`src/rtl/reg_arb_pkg.sv`:
```
// Shared state encoding and default sizing for the register arbiter.
// No logic and no latency; the package carries no flow control.
package reg_arb_pkg;

    typedef enum logic {
        IDLE  = 1'b0,
        GRANT = 1'b1
    } arb_state_e;

    localparam int DEF_N_REQ    = 4;
    localparam int DEF_WIDTH    = 8;
    localparam int DEF_MAX_HOLD = 4;
    localparam int HOLD_W       = 4;
    localparam int OWNER_W      = 3;

endpackage

```
`src/rtl/rr_pick.sv`:
```
// Round-robin picker: first set req bit at or above ptr, wrapping modulo N_REQ.
// Purely combinational (zero latency); no flow control of its own.
module rr_pick #(
    parameter int N_REQ = 4,
    parameter int IW    = 2
) (
    input  logic [N_REQ-1:0] req,
    input  logic [IW-1:0]    ptr,
    output logic [IW-1:0]    winner,
    output logic             any_req
);

    always_comb begin
        int j;
        j       = 0;
        winner  = '0;
        any_req = |req;
        // Walk from the farthest offset down so the nearest hit to ptr wins.
        for (int off = N_REQ - 1; off >= 0; off--) begin
            j = int'(ptr) + off;
            if (j >= N_REQ) begin
                j = j - N_REQ;
            end
            if (req[j]) begin
                winner = IW'(j);
            end
        end
    end

endmodule

```
`src/rtl/reg_arbiter.sv`:
```
// Round-robin arbiter for a shared register with bounded lock; gnt registered, write lands two edges after req.
// Losers simply wait with req held; the winner may hold up to MAX_HOLD cycles before being forced off.
module reg_arbiter
    import reg_arb_pkg::*;
#(
    parameter int N_REQ    = DEF_N_REQ,
    parameter int WIDTH    = DEF_WIDTH,
    parameter int MAX_HOLD = DEF_MAX_HOLD
) (
    input  logic                   clk,
    input  logic                   reset_n,
    input  logic [N_REQ-1:0]       req,
    input  logic [N_REQ-1:0]       lock,
    input  logic [N_REQ*WIDTH-1:0] data_in,
    output logic [N_REQ-1:0]       gnt,
    output logic [WIDTH-1:0]       q,
    output logic                   q_valid,
    output logic [OWNER_W-1:0]     owner
);

    localparam int IW = $clog2(N_REQ);
    localparam logic [HOLD_W-1:0] HOLD_LIM = HOLD_W'(MAX_HOLD - 1);

    arb_state_e          state, state_nxt;
    logic [N_REQ-1:0]    gnt_r, gnt_nxt;
    logic [IW-1:0]       win, win_nxt;
    logic [IW-1:0]       ptr, ptr_nxt;
    logic [HOLD_W-1:0]   hold_cnt, hold_nxt;
    logic [WIDTH-1:0]    q_r, q_nxt;
    logic                qv_r, qv_nxt;
    logic [OWNER_W-1:0]  owner_r, owner_nxt;

    logic [N_REQ-1:0]    pick_req;
    logic [IW-1:0]       pick_ptr;
    logic [IW-1:0]       pick_win;
    logic                pick_any;

    function automatic logic [IW-1:0] next_idx(input logic [IW-1:0] i);
        return (int'(i) == N_REQ - 1) ? '0 : i + 1'b1;
    endfunction

    // While granted, the picker looks past the current winner for a handover.
    assign pick_req = (state == GRANT) ? (req & ~gnt_r) : req;
    assign pick_ptr = (state == GRANT) ? next_idx(win) : ptr;

    rr_pick #(
        .N_REQ (N_REQ),
        .IW    (IW)
    ) u_rr_pick (
        .req     (pick_req),
        .ptr     (pick_ptr),
        .winner  (pick_win),
        .any_req (pick_any)
    );

    always_comb begin
        state_nxt = state;
        win_nxt   = win;
        ptr_nxt   = ptr;
        hold_nxt  = hold_cnt;
        q_nxt     = q_r;
        qv_nxt    = 1'b0;
        owner_nxt = owner_r;
        gnt_nxt   = '0;

        case (state)
            IDLE: begin
                if (pick_any) begin
                    state_nxt = GRANT;
                    win_nxt   = pick_win;
                    hold_nxt  = '0;
                end
            end
            GRANT: begin
                if (req[win]) begin
                    q_nxt     = data_in[int'(win)*WIDTH +: WIDTH];
                    owner_nxt = OWNER_W'(win);
                    qv_nxt    = 1'b1;
                end
                if (lock[win] && req[win] && (hold_cnt < HOLD_LIM)) begin
                    hold_nxt = hold_cnt + 1'b1;
                end else begin
                    ptr_nxt  = next_idx(win);
                    hold_nxt = '0;
                    if (pick_any) begin
                        win_nxt = pick_win;
                    end else begin
                        state_nxt = IDLE;
                    end
                end
            end
            default: begin
                state_nxt = IDLE;
            end
        endcase

        if (state_nxt == GRANT) begin
            gnt_nxt = N_REQ'(1) << win_nxt;
        end
    end

    always_ff @(posedge clk or negedge reset_n) begin
        if (!reset_n) begin
            state    <= IDLE;
            gnt_r    <= '0;
            win      <= '0;
            ptr      <= '0;
            hold_cnt <= '0;
            q_r      <= '0;
            qv_r     <= 1'b0;
            owner_r  <= '0;
        end else begin
            state    <= state_nxt;
            gnt_r    <= gnt_nxt;
            win      <= win_nxt;
            ptr      <= ptr_nxt;
            hold_cnt <= hold_nxt;
            q_r      <= q_nxt;
            qv_r     <= qv_nxt;
            owner_r  <= owner_nxt;
        end
    end

    assign gnt     = gnt_r;
    assign q       = q_r;
    assign q_valid = qv_r;
    assign owner   = owner_r;

endmodule

```
`config.mk`:
```
export PLATFORM = sky130hd
export DESIGN_NAME = reg_arbiter
export DESIGN_NICKNAME = d
export VERILOG_FILES = /design/src/rtl/reg_arb_pkg.sv /design/src/rtl/rr_pick.sv /design/src/rtl/reg_arbiter.sv
export SDC_FILE = /design/constraint.sdc
export NUM_CORES = 1
export LEC_CHECK = 0
export CELL_PAD_IN_SITES_DETAIL_PLACEMENT = 2
export CELL_PAD_IN_SITES_GLOBAL_PLACEMENT = 2
export CORE_MARGIN = 10
export CORE_UTILIZATION = 27
export DETAILED_ROUTE_END_ITERATION = 6
export PLACE_DENSITY_LB_ADDON = 0.08
export SETUP_SLACK_MARGIN = 0.3
export SLEW_MARGIN = 20
export SYNTH_ARGS = -nofsm -noshare
export SYNTH_HDL_FRONTEND = slang
export SYNTH_SLANG_ARGS = --single-unit
export TNS_END_PERCENT = 20
```
`constraint.sdc`:
```
create_clock -name clk -period 2.2 [get_ports clk]
set_input_delay 0.44 -clock clk [delete_from_list [all_inputs] [get_ports clk]]
set_output_delay 0.44 -clock clk [all_outputs]
set_load 0.1 [all_outputs]
```
==> impl_metrics.env <==
export IMPL_coreArea_um2=5470
export IMPL_hpwl_mm=4.58
export IMPL_p_int_uw=1910
export IMPL_grt_pass1_wl_mm=8.62
export IMPL_io_buffers=56
export IMPL_firstDrtPassIters=4
export IMPL_place_congestion=0.880
export IMPL_ant_nets=0
export IMPL_wl_mm=5.54
export IMPL_grt_max_degree=25
export IMPL_rsz0062_at_grt="true"
export IMPL_postPlaceCellArea_um2=2170
export IMPL_layout_min_cycle_time_ns=1.92
export IMPL_rows=27
export IMPL_wl_per_cell_um=21.0
export IMPL_pwr_share_seq_pct=19.6
export IMPL_diodes=0
export IMPL_maxSlewViolCount=0
export IMPL_p_leak_uw=0.000975
export IMPL_setup_slack_ns=0.283
export IMPL_grt_overflow=0
export IMPL_power_density_nw_per_um2=1740
export IMPL_clk_pin_slew_ns=0.10
export IMPL_synth_edf_count=0
export IMPL_switchingPower_uw=2130
export IMPL_drc=0
export IMPL_skew_ns=0.00502
export IMPL_ios=58
export IMPL_required_ns=2.37
export IMPL_setup_viol=0
export IMPL_ys_top_cells_by_area="dfrtp_1 (40%), mux4_2 (12%), mux2_4 (5.9%)"
export IMPL_hold_viol=0
export IMPL_area_delta_synth_final_pct=53.5
export IMPL_num_fill_cells=590
export IMPL_clkLatencyLatePin_ns=0.27
export IMPL_synth_cell_types=41
export IMPL_antenna_found_initial=0
export IMPL_ys_seq_area_share_pct=39.6
export IMPL_via_count=1312
export IMPL_ir_drop_mv=0.634
export IMPL_place_ws_ns=-0.00381
export IMPL_criticalPathCategory="in2reg"
export IMPL_syn_cell_area_um2=1520
export IMPL_critPathArrivalTime_ns=2.08
export IMPL_synth_seq_cells=24
export IMPL_cts_tree="built"
export IMPL_synth_nets=168
export IMPL_grt_total_usage_pct=12.4
export IMPL_cts_inserted_buffers=3
export IMPL_maxCapViolations=0
export IMPL_avgViaCountPerCell=4.97
export IMPL_cts_max_path_buffers=2
export IMPL_cts_root_buffer_cell="clkbuf_8"
export IMPL_layout_drive_gt1_share_pct=37.0
export IMPL_synth_area_per_cell_um2=12.2
export IMPL_nets=237
export IMPL_cts_sinks=24
export IMPL_synth_cells=124
export IMPL_final_common_cell="clkdlybuf4s50_1"
export IMPL_dieHeight_um=94.9
export IMPL_fmax_ghz=0.522
export IMPL_ctsHoldBuffers=0
export IMPL_ys_warn_count=0
export IMPL_combPwrFrac_pct=70.5
export IMPL_critPathLaunchType="primary input"
export IMPL_clkPwrFrac_pct=9.9
export IMPL_final_cell_mix="clkdlybuf4s50_1 (41), buf_4 (30), dfrtp_1 (21)"
export IMPL_critPathCaptureType="flip-flop"
export IMPL_htreeDepth=1
export IMPL_stdcell_area_um2=2330
export IMPL_initial_utilization_pct=27.7
export IMPL_dieArea_um2=9010
export IMPL_synth_ff_type="dfrtp_1"
export IMPL_cp_max_fo=4
export IMPL_swShare_pct=52.7
export IMPL_fp_dieW_um=94.9
export IMPL_period_share_pct=87.1
export IMPL_status="complete, no violations"
export IMPL_yosysTopAreaCellShare_pct=39.6
export IMPL_min_path_type="reg2reg"
export IMPL_drt_first_iter_violations=21
export IMPL_grt_pass1_vias=1524
export IMPL_synth_top_cell_by_area="dfrtp_1"
export IMPL_async_flop_share_pct=100
[worst max-delay path, stage by stage]
cell	delay [ns]
clkdlybuf4s50_1	0.47
mux4_2	0.61
a31oi_4	0.20
mux2_2	0.35
[power groups by stage]
stage	combinational, uW	sequential [uW]	clock [uW]
after CTS	2800	788	412
after global placement	2660	779	0
after detailed placement	2730	792	0
after floorplan	1170	1670	0
final	2850	793	401
after global routing	3040	820	435
[synthesized netlist by cell type, types with 2 or more instances]
library cell,n
a21boi_1,2
o32ai_1,4
a21boi_2,2
o21ai_1,2
mux2_4,6
mux4_1,2
nand2_1,12
ha_1,2
mux2_2,5
nor2_1,3
o221ai_1,3
buf_2,2
and2_1,3
nand3_1,2
mux4_2,8
inv_1,6
nand2b_1,2
nor3_1,4
dfrtp_1,24
o21ai_0,5
buf_6,2
a21oi_1,4
[per-stage QoR]
| step | std cells | total power [uW] | hold WS (ns) | utilization, % | setup TNS (ns) |
|---|---|---|---|---|---|
| after detailed placement | 258 | 3520 | 0.495 | 39.6 | -0.00381 |
| after global placement | 258 | 3440 | 0.464 | 39.6 | 0 |
| after floorplan | 124 | 2840 | 0.144 | - | 0 |
| final | 264 | 4050 | 0.509 | 42.5 | 0 |
| after CTS | 263 | 4000 | 0.513 | 41.3 | 0 |
| after global routing | 264 | 4300 | 0.540 | 42.5 | 0 |
[state kept, by name, indices dropped and copies added, names as in the netlist]
signal and count:
q 8, gnt 4, hold_cnt 4, owner 2, ptr 2, win 2
q_valid 1, state 1
[cell families after synthesis]
kind of cell    Yosys count  synth area share, %
compound gates           31                 15.6
simple gates             31                 11.6
other cells               1                0.247
flops                    24                 39.6
mux                      22                 25.7
buf+inv                  13                 5.69
fa+ha+maj                 2                 1.65
[final cells by class]
cell class	instances	area, um2	share of cell area (%)
clock buffer	3	41.3	1.77
clock inverter	1	30.0	1.29
inverter	6	22.5	0.968
multi-input combinational	87	903	38.8
sequential	24	604	26.0
tap	72	90.1	3.87
timing repair buffer	71	636	27.3
[layer usage]
layer	track usage [%]	up-vias	part of all wire, %	routed length, um
met3	2.14	2	3.3	185
met4	2.99	0	0.70	39
met2	22.4	28	55	3050
met1	14.8	675	41	2270
li1	-	607	-	-
met5	0	-	0	0
[path summary, 6_finish.rpt]
check / slack, ns / startpoint / cells after the start / endpoint
min in group asynchronous: 0.53 / reset_n / 2 / hold_cnt[3]
worst min-delay path: 0.51 / owner[1] / 2 / owner[1]
worst max-delay path: 0.28 / req[1] / 4 / ptr[0]
worst min register to register: 0.51 / owner[1] / 2 / owner[1]
max in group asynchronous: 1.40 / reset_n / 2 / win[0]
worst max register to register: 0.30 / win[0] / 4 / ptr[0]
[timing repair]
item,in CTS,in global routing
pin swaps,0,1
setup buffers,1,1
hold endpoints to repair,0,0
resized for setup,4,8
endpoints found under the setup margin,16,14
cloned,0,0
Power figures use the tool's default switching activity.
